===== src/rtl/rom_load_ctrl.sv =====
// ROM download sequencer: forwards the HPS ioctl byte stream to the core's
// dn_* port, validates the byte count and address range, and owns the core
// reset. The core stays in reset during the download and for a settle period
// after it. After a bad load the core is held in reset until a new download.
module rom_load_ctrl #(
  parameter int unsigned EXP_BYTES     = 25120,
  parameter int unsigned SETTLE_CYCLES = 1024,
  parameter int unsigned MIN_RST       = 16
) (
  input  logic        CLK,
  input  logic        RESET,
  input  logic        ioctl_download,
  input  logic        ioctl_wr,
  input  logic [24:0] ioctl_addr,
  input  logic [7:0]  ioctl_dout,
  input  logic        user_rst,
  output logic [15:0] dn_addr,
  output logic [7:0]  dn_data,
  output logic        dn_wr,
  output logic        core_reset,
  output logic        load_done,
  output logic        load_err
);

  localparam int unsigned CNT_W = 17;
  localparam int unsigned SET_W = $clog2(SETTLE_CYCLES + 1);
  localparam int unsigned PUL_W = $clog2(MIN_RST + 1);

  localparam logic [CNT_W-1:0] CNT_MAX     = '1;
  localparam logic [CNT_W-1:0] CNT_EXP     = CNT_W'(EXP_BYTES);
  localparam logic [24:0]      ADDR_LIMIT  = 25'(EXP_BYTES);
  localparam logic [SET_W-1:0] SETTLE_LAST = SET_W'(SETTLE_CYCLES - 1);
  localparam logic [PUL_W-1:0] PULSE_LOAD  = PUL_W'(MIN_RST - 1);

  typedef enum logic [2:0] {
    IDLE,
    LOAD,
    SETTLE,
    RUN,
    HALT
  } state_t;

  state_t           state_q, state_d;
  logic [CNT_W-1:0] byte_cnt_q, byte_cnt_d;
  logic             ovf_q, ovf_d;
  logic [SET_W-1:0] settle_cnt_q, settle_cnt_d;
  logic [PUL_W-1:0] pulse_cnt_q, pulse_cnt_d;
  logic             load_done_q, load_done_d;
  logic             load_err_q, load_err_d;
  logic             core_reset_q, core_reset_d;
  logic             dl_q;

  logic in_range;
  logic fwd;
  logic dl_rise;
  logic start_dl;
  logic pulse_start;

  assign in_range = ioctl_addr < ADDR_LIMIT;
  assign fwd      = (state_q == LOAD) && ioctl_wr && in_range;
  assign dl_rise  = ioctl_download && !dl_q;

  // IDLE starts on the download level so a download still high after RESET
  // re-enters LOAD; elsewhere only a fresh rising edge restarts.
  assign start_dl = (state_q == IDLE) ? ioctl_download
                                      : ((state_q != LOAD) && dl_rise);

  // A user reset request starts the minimum-width timer only when the core is
  // running; a request held longer than the timer keeps core_reset high by level.
  assign pulse_start = user_rst && !core_reset_q;

  // State and control registers.
  always_ff @(posedge CLK) begin
    // NOTE: sequential state uses non-blocking assignments so every register
    // samples pre-edge values regardless of statement order.
    if (RESET) begin
      state_q      <= IDLE;
      byte_cnt_q   <= '0;
      ovf_q        <= 1'b0;
      settle_cnt_q <= '0;
      pulse_cnt_q  <= '0;
      load_done_q  <= 1'b0;
      load_err_q   <= 1'b0;
      core_reset_q <= 1'b1;
      dl_q         <= 1'b0;
    end else begin
      state_q      <= state_d;
      byte_cnt_q   <= byte_cnt_d;
      ovf_q        <= ovf_d;
      settle_cnt_q <= settle_cnt_d;
      pulse_cnt_q  <= pulse_cnt_d;
      load_done_q  <= load_done_d;
      load_err_q   <= load_err_d;
      core_reset_q <= core_reset_d;
      dl_q         <= ioctl_download;
    end
  end

  // Next-state, counters, status flags and the next core_reset level.
  always_comb begin
    // NOTE: every variable gets a default before the case so no path can
    // leave one unassigned and infer a latch.
    state_d      = state_q;
    byte_cnt_d   = byte_cnt_q;
    ovf_d        = ovf_q;
    settle_cnt_d = settle_cnt_q;
    pulse_cnt_d  = pulse_cnt_q;
    load_done_d  = load_done_q;
    load_err_d   = load_err_q;
    core_reset_d = 1'b1;

    if (start_dl) begin
      // Download start wins over settle completion and user reset requests.
      state_d      = LOAD;
      byte_cnt_d   = '0;
      ovf_d        = 1'b0;
      settle_cnt_d = '0;
      pulse_cnt_d  = '0;
      load_done_d  = 1'b0;
      load_err_d   = 1'b0;
    end else begin
      unique case (state_q)
        IDLE: ;

        LOAD: begin
          // A strobe on the same cycle the download drops is counted first.
          if (ioctl_wr) begin
            if (byte_cnt_q != CNT_MAX) byte_cnt_d = byte_cnt_q + CNT_W'(1);
            if (!in_range)             ovf_d      = 1'b1;
          end
          if (!ioctl_download) begin
            if ((byte_cnt_d == CNT_EXP) && !ovf_d) begin
              state_d      = SETTLE;
              settle_cnt_d = '0;
            end else begin
              state_d    = HALT;
              load_err_d = 1'b1;
            end
          end
        end

        SETTLE: begin
          if (settle_cnt_q == SETTLE_LAST) begin
            state_d      = RUN;
            load_done_d  = 1'b1;
            core_reset_d = 1'b0;
          end else begin
            settle_cnt_d = settle_cnt_q + SET_W'(1);
          end
        end

        RUN: begin
          if (pulse_start) begin
            pulse_cnt_d = PULSE_LOAD;
          end else if (pulse_cnt_q != '0) begin
            pulse_cnt_d = pulse_cnt_q - PUL_W'(1);
          end
          core_reset_d = user_rst || (pulse_cnt_q != '0);
        end

        HALT: ;

        default: state_d = IDLE;
      endcase
    end
  end

  // Registered download port: one-cycle latency from an in-range ioctl_wr.
  always_ff @(posedge CLK) begin
    if (RESET) begin
      dn_wr   <= 1'b0;
      dn_addr <= '0;
      dn_data <= '0;
    end else begin
      dn_wr <= fwd;
      if (fwd) begin
        dn_addr <= ioctl_addr[15:0];
        dn_data <= ioctl_dout;
      end
    end
  end

  assign core_reset = core_reset_q;
  assign load_done  = load_done_q;
  assign load_err   = load_err_q;

endmodule


===== config.mk =====
export PLATFORM = sky130hd
export DESIGN_NAME = rom_load_ctrl
export DESIGN_NICKNAME = d
export VERILOG_FILES = /design/src/rtl/rom_load_ctrl.sv
export SDC_FILE = /design/constraint.sdc
export NUM_CORES = 1
export LEC_CHECK = 0
export BUFFER_PORTS_ARGS = -buffer_cell sky130_fd_sc_hd__clkbuf_2
export CAP_MARGIN = 20
export CORE_AREA = 10 10 93 95
export DETAILED_ROUTE_END_ITERATION = 10
export DIE_AREA = 0 0 103 105
export GPL_TIMING_DRIVEN = 0
export PLACE_DENSITY_LB_ADDON = 0.12
export RECOVER_POWER = 25
export SYNTH_ARGS = -nofsm -noshare
export SYNTH_HDL_FRONTEND = slang
export SYNTH_SLANG_ARGS = --single-unit

===== constraint.sdc =====
create_clock -name CLK -period 2.5 [get_ports CLK]
set_input_delay 0 -clock CLK [delete_from_list [all_inputs] [get_ports CLK]]
set_output_delay 0 -clock CLK [all_outputs]
set_load 0.03 [all_outputs]

==> results.py, run 1 <==
metrics = {
    "status": {
        "status": "finished clean",
    },
    "sta": {
        "clock_skew_ns": 0.00967,
        "finalCriticalPeriod_ns": 2.45,
        "max-slew-margin-rel_pct": 60.0,
        "slew_violations": 0,
        "maxClockFrequency_ghz": 0.409,
        "finalSetupViolations": 0,
        "finalCritPeriodShare_pct": 97.8,
        "rsz0062_at_grt": "true",
        "final_hold_viol_count": 0,
        "worst_pin_slew_ns": 0.600,
    },
    "placed_design": {
        "globalplace.congestion": 0.829,
        "place_hpwl_microns": 6160,
        "io_buffers": 65,
        "dpl_cell_area_sq_um": 3700,
        "dp.cells": 559,
    },
    "detailed_routing": {
        "drc_errors": 0,
        "wl_microns": 8980,
        "wl_per_cell_microns": 14.8,
        "dr.pass1.iters": 5,
        "ant_nets": 0,
        "drt_iter0_markers": 186,
        "num_vias": 3296,
        "viasPerCell": 5.43,
    },
    "clocking": {
        "clock_path_buffers": 2,
        "cts_buffers": 9,
        "cts_num_sinks": 66,
        "cts_tree": "built",
        "htree_levels": 3,
        "clk_pin_slew_ns": 0.08,
        "clockRootBuffer": "clkbuf_8",
        "insertion_delay_ns": 0.35,
    },
    "critical_path": {
        "startpoint": "byte_cnt_q[9]",
        "cp_max_fo": 6,
        "reg2reg_slack_ns": 0.05,
        "critical_path_class": "flip-flop to flip-flop",
        "rr_endpoint": "settle_cnt_q[3]",
        "required_ns": 2.73,
        "r2r-start": "byte_cnt_q[9]",
        "worst_r2r_path_depth": 9,
        "cp_data_arrival_time_ns": 2.68,
        "critPathLaunchType": "flip-flop",
        "endpoint_kind": "flip-flop",
    },
    "grt": {
        "grt_start_max_net_pins": 14,
        "track_usage_pct": 16.2,
        "first_global_vias": 3165,
        "overflow": 0,
        "antenna_found_initial": 0,
        "grt_pass1_wl_microns": 14500,
    },
    "floorplanning": {
        "ios": 66,
        "die_area_sq_um": 10800,
        "core_area_sq_um": 6760,
        "initial_core_util_pct": 48.4,
        "die_w_microns": 103,
        "rows": 30,
        "die_h_microns": 105,
    },
    "synth": {
        "synth.area.top_cells": "dfxtp_1 (40%), nand2_1 (8.7%), a21oi_1 (5.2%)",
        "ys_ff_latch": 66,
        "synth_top_area_share_pct": 40.4,
        "synth-seq-area-share_pct": 40.4,
        "yosysWarnings": 0,
        "async_reset_ff_share_pct": 0,
        "netlist_area_sq_um": 3270,
        "avgSynthCellArea_sq_um": 7.91,
        "ys_types": 53,
        "synth_flop_cell": "dfxtp_1",
        "synth_edf_count": 0,
        "yosys.area.top_type": "dfxtp_1",
        "netlist_instances": 414,
        "syn-num-nets": 455,
    },
    "hold_path": {
        "hold_class": "primary input to flip-flop",
        "holdCritStartpoint": "user_rst",
        "whs_path_depth": 4,
        "min_to": "core_reset",
    },
    "run": {
        "cap_violations": 0,
    },
    "cells_and_area": {
        "antenna_cells": 0,
        "syn2layout_area_growth_pct": 33.0,
        "stdcell_count": 607,
        "fin_area_sq_um": 4350,
        "fillers": 614,
        "drive_above_1_share_pct": 22.0,
        "nNetsFinal": 563,
    },
    "pwr": {
        "irDropWorstVdd_mv": 0.291,
        "powerDensity_nw_per_um2": 512,
        "leakagePower_nw": 1.60,
    },
}
==> critical path: stages, from the launching register on <==
cell       delay [ns]
dfxtp_2          0.33
buf_6            0.11
nand4_4          0.11
or4_4            0.56
nand3b_1         0.17
a22o_1           0.26
nor4_4           0.32
and3_4           0.27
clkbuf_16        0.16
o21ai_2          0.05
==> cells by family (layout without fill, tap and decap cells) <==
family / Yosys count / in the layout / share of synthesized area [%]
AND/OR/NAND/NOR: 211 / 211 / 31.7
AO/OA/AOI/OAI: 80 / 80 / 16.0
multiplexers: 2 / 2 / 0.612
adder cells (fa/ha/maj): 3 / 3 / 1.15
buffers and inverters: 31 / 144 / 4.51
XOR/XNOR: 21 / 21 / 5.62
flip-flops: 66 / 66 / 40.4
==> through the flow <==
step	utilization (%)	TNS [ns]	power [mW]	worst slack, ns	hold slack [ns]
detailed placement	54.7	-1.48	1.20	-0.140	0.231
finish	64.4	0	2.23	0.0540	0.00862
CTS	62.3	0	2.24	0.00612	0.0102
global placement	54.7	-1.65	1.20	-0.155	0.224
floorplan	-	0	1.14	0.168	0.131
global route	64.4	-0.210	2.31	-0.0334	0.0394
==> power by group <==
group	internal, mW	total (mW)	switching [mW]	leakage, nW
Clock	0.571	1.02	0.450	0.115
Combinational	0.0711	0.149	0.0781	0.945
Sequential	1.05	1.06	0.00514	0.537
Total	1.70	2.23	0.533	1.60
==> flip-flops by register name, indices dropped and copies added, names as in the netlist <==
signal / flops
settle_cnt_q: 11
dn_wr: 1
load_done: 1
state_q: 3
load_err: 1
dn_addr: 16
dl_q: 1
dn_data: 8
ovf_q: 1
core_reset: 1
pulse_cnt_q: 5
byte_cnt_q: 17
==> layout by cell type, fill, tap and decap left out, types with 9 or more instances in the layout <==
cell type	n
xor2_1	10
clkbuf_2	45
nand4_1	9
nand2_1	75
xnor2_1	11
dlygate4sd3_1	25
o21ai_0	9
nor2_1	36
clkbuf_1	33
nand3_1	21
dfxtp_1	59
o21ai_2	9
clkbuf_8	9
nor3_1	18
a21oi_1	34
==> worst max-delay path by stage <==
stage | to | slack (ns)
CTS | dn_addr[13] | 0.006
global placement | settle_cnt_q[0] | -0.16
global route | settle_cnt_q[3] | -0.03
floorplan | settle_cnt_q[9] | 0.17
detailed placement | settle_cnt_q[5] | -0.14
finish | settle_cnt_q[3] | 0.05
==> layer usage <==
metal | vias up | track usage (%) | share of wire [%]
met1 | 1520 | 19.4 | 44
met5 | - | 0 | 0
met4 | 0 | 6.46 | 1.8
li1 | 1679 | - | -
met2 | 82 | 26.7 | 49
met3 | 15 | 4.15 | 4.9
==> Yosys cell counts (3+ instances only) <==
master,count
or3_1,5
and2_1,3
a21oi_1,34
nor2_1,38
nand2b_1,4
a31oi_1,8
dfxtp_1,66
and3_1,6
clkbuf_1,15
xor2_1,10
nand4_1,9
o21ai_0,9
nor3_1,19
a211oi_1,3
nand3_1,21
o21ai_2,9
nor3b_1,3
inv_1,6
buf_2,6
nand2_1,76
nor4_1,7
ha_1,3
or2_2,3
and4_1,5
nor2b_1,3
xnor2_1,11
==> timing repair <==
action / in CTS / in global routing
gates resized for setup: 7 / 42
hold buffers: 25 / 0
cloned: 0 / 1
setup endpoints to repair: 13 / 41
hold endpoints to repair: 25 / 0
pin swaps: 0 / 13
setup buffers: 0 / 7
==> area by class of cell <==
type	count	area [sq um]	area share, %
flip-flops and latches	66	1340	30.7
inverters	6	22.5	0.517
plain buffers	24	161	3.71
clock inverters	7	103	2.36
multi-input cells	317	1880	43.2
well taps	80	100	2.30
clock buffers	9	124	2.84
repair buffers	98	626	14.4
No activity file was read; power rests on OpenSTA's default activity.
==> inputs of run 2 (changes only) <==
--- a/config.mk
+++ b/config.mk
@@ -7,11 +7,12 @@
 export LEC_CHECK = 0
 export BUFFER_PORTS_ARGS = -buffer_cell sky130_fd_sc_hd__clkbuf_2
 export CAP_MARGIN = 20
-export CORE_AREA = 10 10 93 95
+export CORE_AREA = 10 10 97 99
+export CTS_BUF_LIST = sky130_fd_sc_hd__clkbuf_16
 export DETAILED_ROUTE_END_ITERATION = 10
-export DIE_AREA = 0 0 103 105
+export DIE_AREA = 0 0 107 109
 export GPL_TIMING_DRIVEN = 0
-export PLACE_DENSITY_LB_ADDON = 0.12
+export PLACE_DENSITY_LB_ADDON = 0.05
 export RECOVER_POWER = 25
 export SYNTH_ARGS = -nofsm -noshare
 export SYNTH_HDL_FRONTEND = slang
==> run 2 against run 1 <==
Net effect: power increased by 15%; flip-flop and latch count unchanged; first-iteration DRC count decreased by 5.4%; final cell count increased by 4.8%; global-route usage decreased by 1.4 points; count of clock-buffer cells in the layout unchanged; die area increased by 7.8%; non-clock buffer count increased by 7; hold slack improved by 0.015 ns; critical path depth unchanged; largest power group is now clock.
==> results.py, run 2 (same netlist as run 1, synthesis figures left out) <==
metrics = {
    "clocking": {
        "clk_pin_slew_ns": 0.06,
        "clockRootBuffer": "clkbuf_16",
        "cts_num_sinks": 66,
        "clock_path_buffers": 2,
        "cts_tree": "built",
        "insertion_delay_ns": 0.33,
        "htree_levels": 3,
        "cts_buffers": 9,
    },
    "grt": {
        "antenna_found_initial": 0,
        "first_global_vias": 3043,
        "track_usage_pct": 14.8,
        "overflow": 0,
        "grt_pass1_wl_microns": 14200,
        "grt_start_max_net_pins": 13,
    },
    "cells_and_area": {
        "final_cell_mix": "nand2_1 (75), dfxtp_1 (58), clkbuf_2 (48)",
        "final_common_cell": "nand2_1",
        "largest_register": "byte_cnt_q",
        "reg_top3": "byte_cnt_q (17), dn_addr (16), settle_cnt_q (11)",
        "fin_area_sq_um": 4500,
        "largest_reg_flops": 17,
        "antenna_cells": 0,
        "stdcell_count": 636,
        "nNetsFinal": 570,
        "drive_above_1_share_pct": 22.8,
        "syn2layout_area_growth_pct": 37.4,
    },
    "hold_path": {
        "hold_class": "primary input to flip-flop",
        "whs_path_depth": 3,
    },
    "sta": {
        "setup_tns_ns": 0,
        "max-slew-margin-rel_pct": 56.6,
        "slew_violations": 0,
        "clock_skew_ns": 0.00391,
        "worst_pin_slew_ns": 0.649,
        "finalSetupViolations": 0,
        "finalCriticalPeriod_ns": 2.42,
        "maxClockFrequency_ghz": 0.413,
        "finalCritPeriodShare_pct": 96.9,
        "rsz0062_at_grt": "true",
        "final_hold_viol_count": 0,
    },
    "detailed_routing": {
        "drt_iter0_markers": 176,
        "drc_errors": 0,
        "num_vias": 3252,
        "dr.pass1.iters": 4,
        "wl_per_cell_microns": 14.4,
        "ant_nets": 0,
        "viasPerCell": 5.11,
        "wl_microns": 9140,
    },
    "critical_path": {
        "worst_r2r_path_depth": 9,
        "endpoint_kind": "flip-flop",
        "critPathLaunchType": "flip-flop",
        "critical_path_class": "flip-flop to flip-flop",
        "cp_data_arrival_time_ns": 2.65,
        "required_ns": 2.73,
        "cp_max_fo": 6,
    },
    "floorplanning": {
        "die_area_sq_um": 11700,
        "die_w_microns": 107,
        "rows": 32,
        "ios": 66,
        "die_h_microns": 109,
        "initial_core_util_pct": 43.5,
        "core_area_sq_um": 7530,
    },
    "placed_design": {
        "dp.cells": 581,
        "io_buffers": 65,
        "place_hpwl_microns": 6170,
        "globalplace.congestion": 0.833,
        "dpl_cell_area_sq_um": 3730,
    },
    "pwr": {
        "irDropWorstVdd_mv": 0.411,
        "leakagePower_nw": 1.68,
        "powerDensity_nw_per_um2": 570,
    },
    "run": {
        "cap_violations": 0,
    },
    "status": {
        "status": "finished clean",
    },
}
## run 2: cell types whose count changed in the layout (fill, tap and decap cells not counted), moves of 2 or more
cell        previous run  this run
clkbuf_8               9         0
clkinv_4               3         0
clkbuf_16              1        10
buf_4                  8        17
nor2_2                 2         0
dfxtp_4                3         1
clkbuf_2              45        48
clkinvlp_4             0         2
dfxtp_2                4         7
clkbuf_1              33        30
nor2_1                36        38
## run 2: path summary, 6_finish.rpt
check	start	to	slack, ns
setup / recovery	byte_cnt_q[9]	settle_cnt_q[8]	0.08
hold / removal	ioctl_download	dl_q	0.02
setup reg to reg	byte_cnt_q[9]	settle_cnt_q[8]	0.08
hold reg to reg	dn_addr[0]	dn_addr[0]	0.45
## run 2: per-layer routing
layer,track usage [%],vias up,wire [microns]
met4,6.96,0,189
met2,24.2,68,4410
met1,17.6,1469,4140
li1,-,1696,-
met5,0,-,0
met3,4.25,19,404
## run 2: report_power, final
group	leakage [nW]	total, mW	switching [mW]	internal [mW]
Clock	0.149	1.35	0.483	0.871
Combinational	0.989	0.147	0.0760	0.0709
Sequential	0.537	1.06	0.00513	1.06
Total	1.68	2.56	0.565	2.00
## run 2: per-stage QoR
stage	hold WS, ns	power (mW)	util, %	setup WS (ns)
global route	0.0499	2.65	59.8	-0.00990
finish	0.0234	2.56	59.8	0.0776
CTS	0.0123	2.58	57.3	0.00450
floorplan	0.131	1.14	-	0.168
detailed placement	0.229	1.20	49.5	-0.160
global placement	0.224	1.20	49.5	-0.166
## run 2: worst max-delay path, cell delays in order (launching register included)
cell       delay (ns)
dfxtp_2          0.32
buf_6            0.12
nand4_4          0.11
or4_4            0.54
nand3b_1         0.17
a22o_1           0.26
nor4_4           0.33
and3_4           0.27
clkbuf_16        0.16
o21ai_2          0.05
## run 2: what timing repair did
action                     4_1_cts  5_1_grt
buffers inserted                 0       15
hold buffers                    24        0
gates resized for setup          9       34
gates cloned                     0        1
pin swaps                        0       12
setup endpoints to repair       14       42
hold endpoints to repair        24        0
## run 2: area by class of cell
type                            instances  area [sq um]
Buffer                                 24           158
Clock buffer                            9           225
Clock inverter                          7          92.6
Fill cell                             718          3030
Inverter                                6          22.5
Multi-Input combinational cell        317          1860
Sequential cell                        66          1330
Tap cell                              102           128
Timing Repair Buffer                  105           677
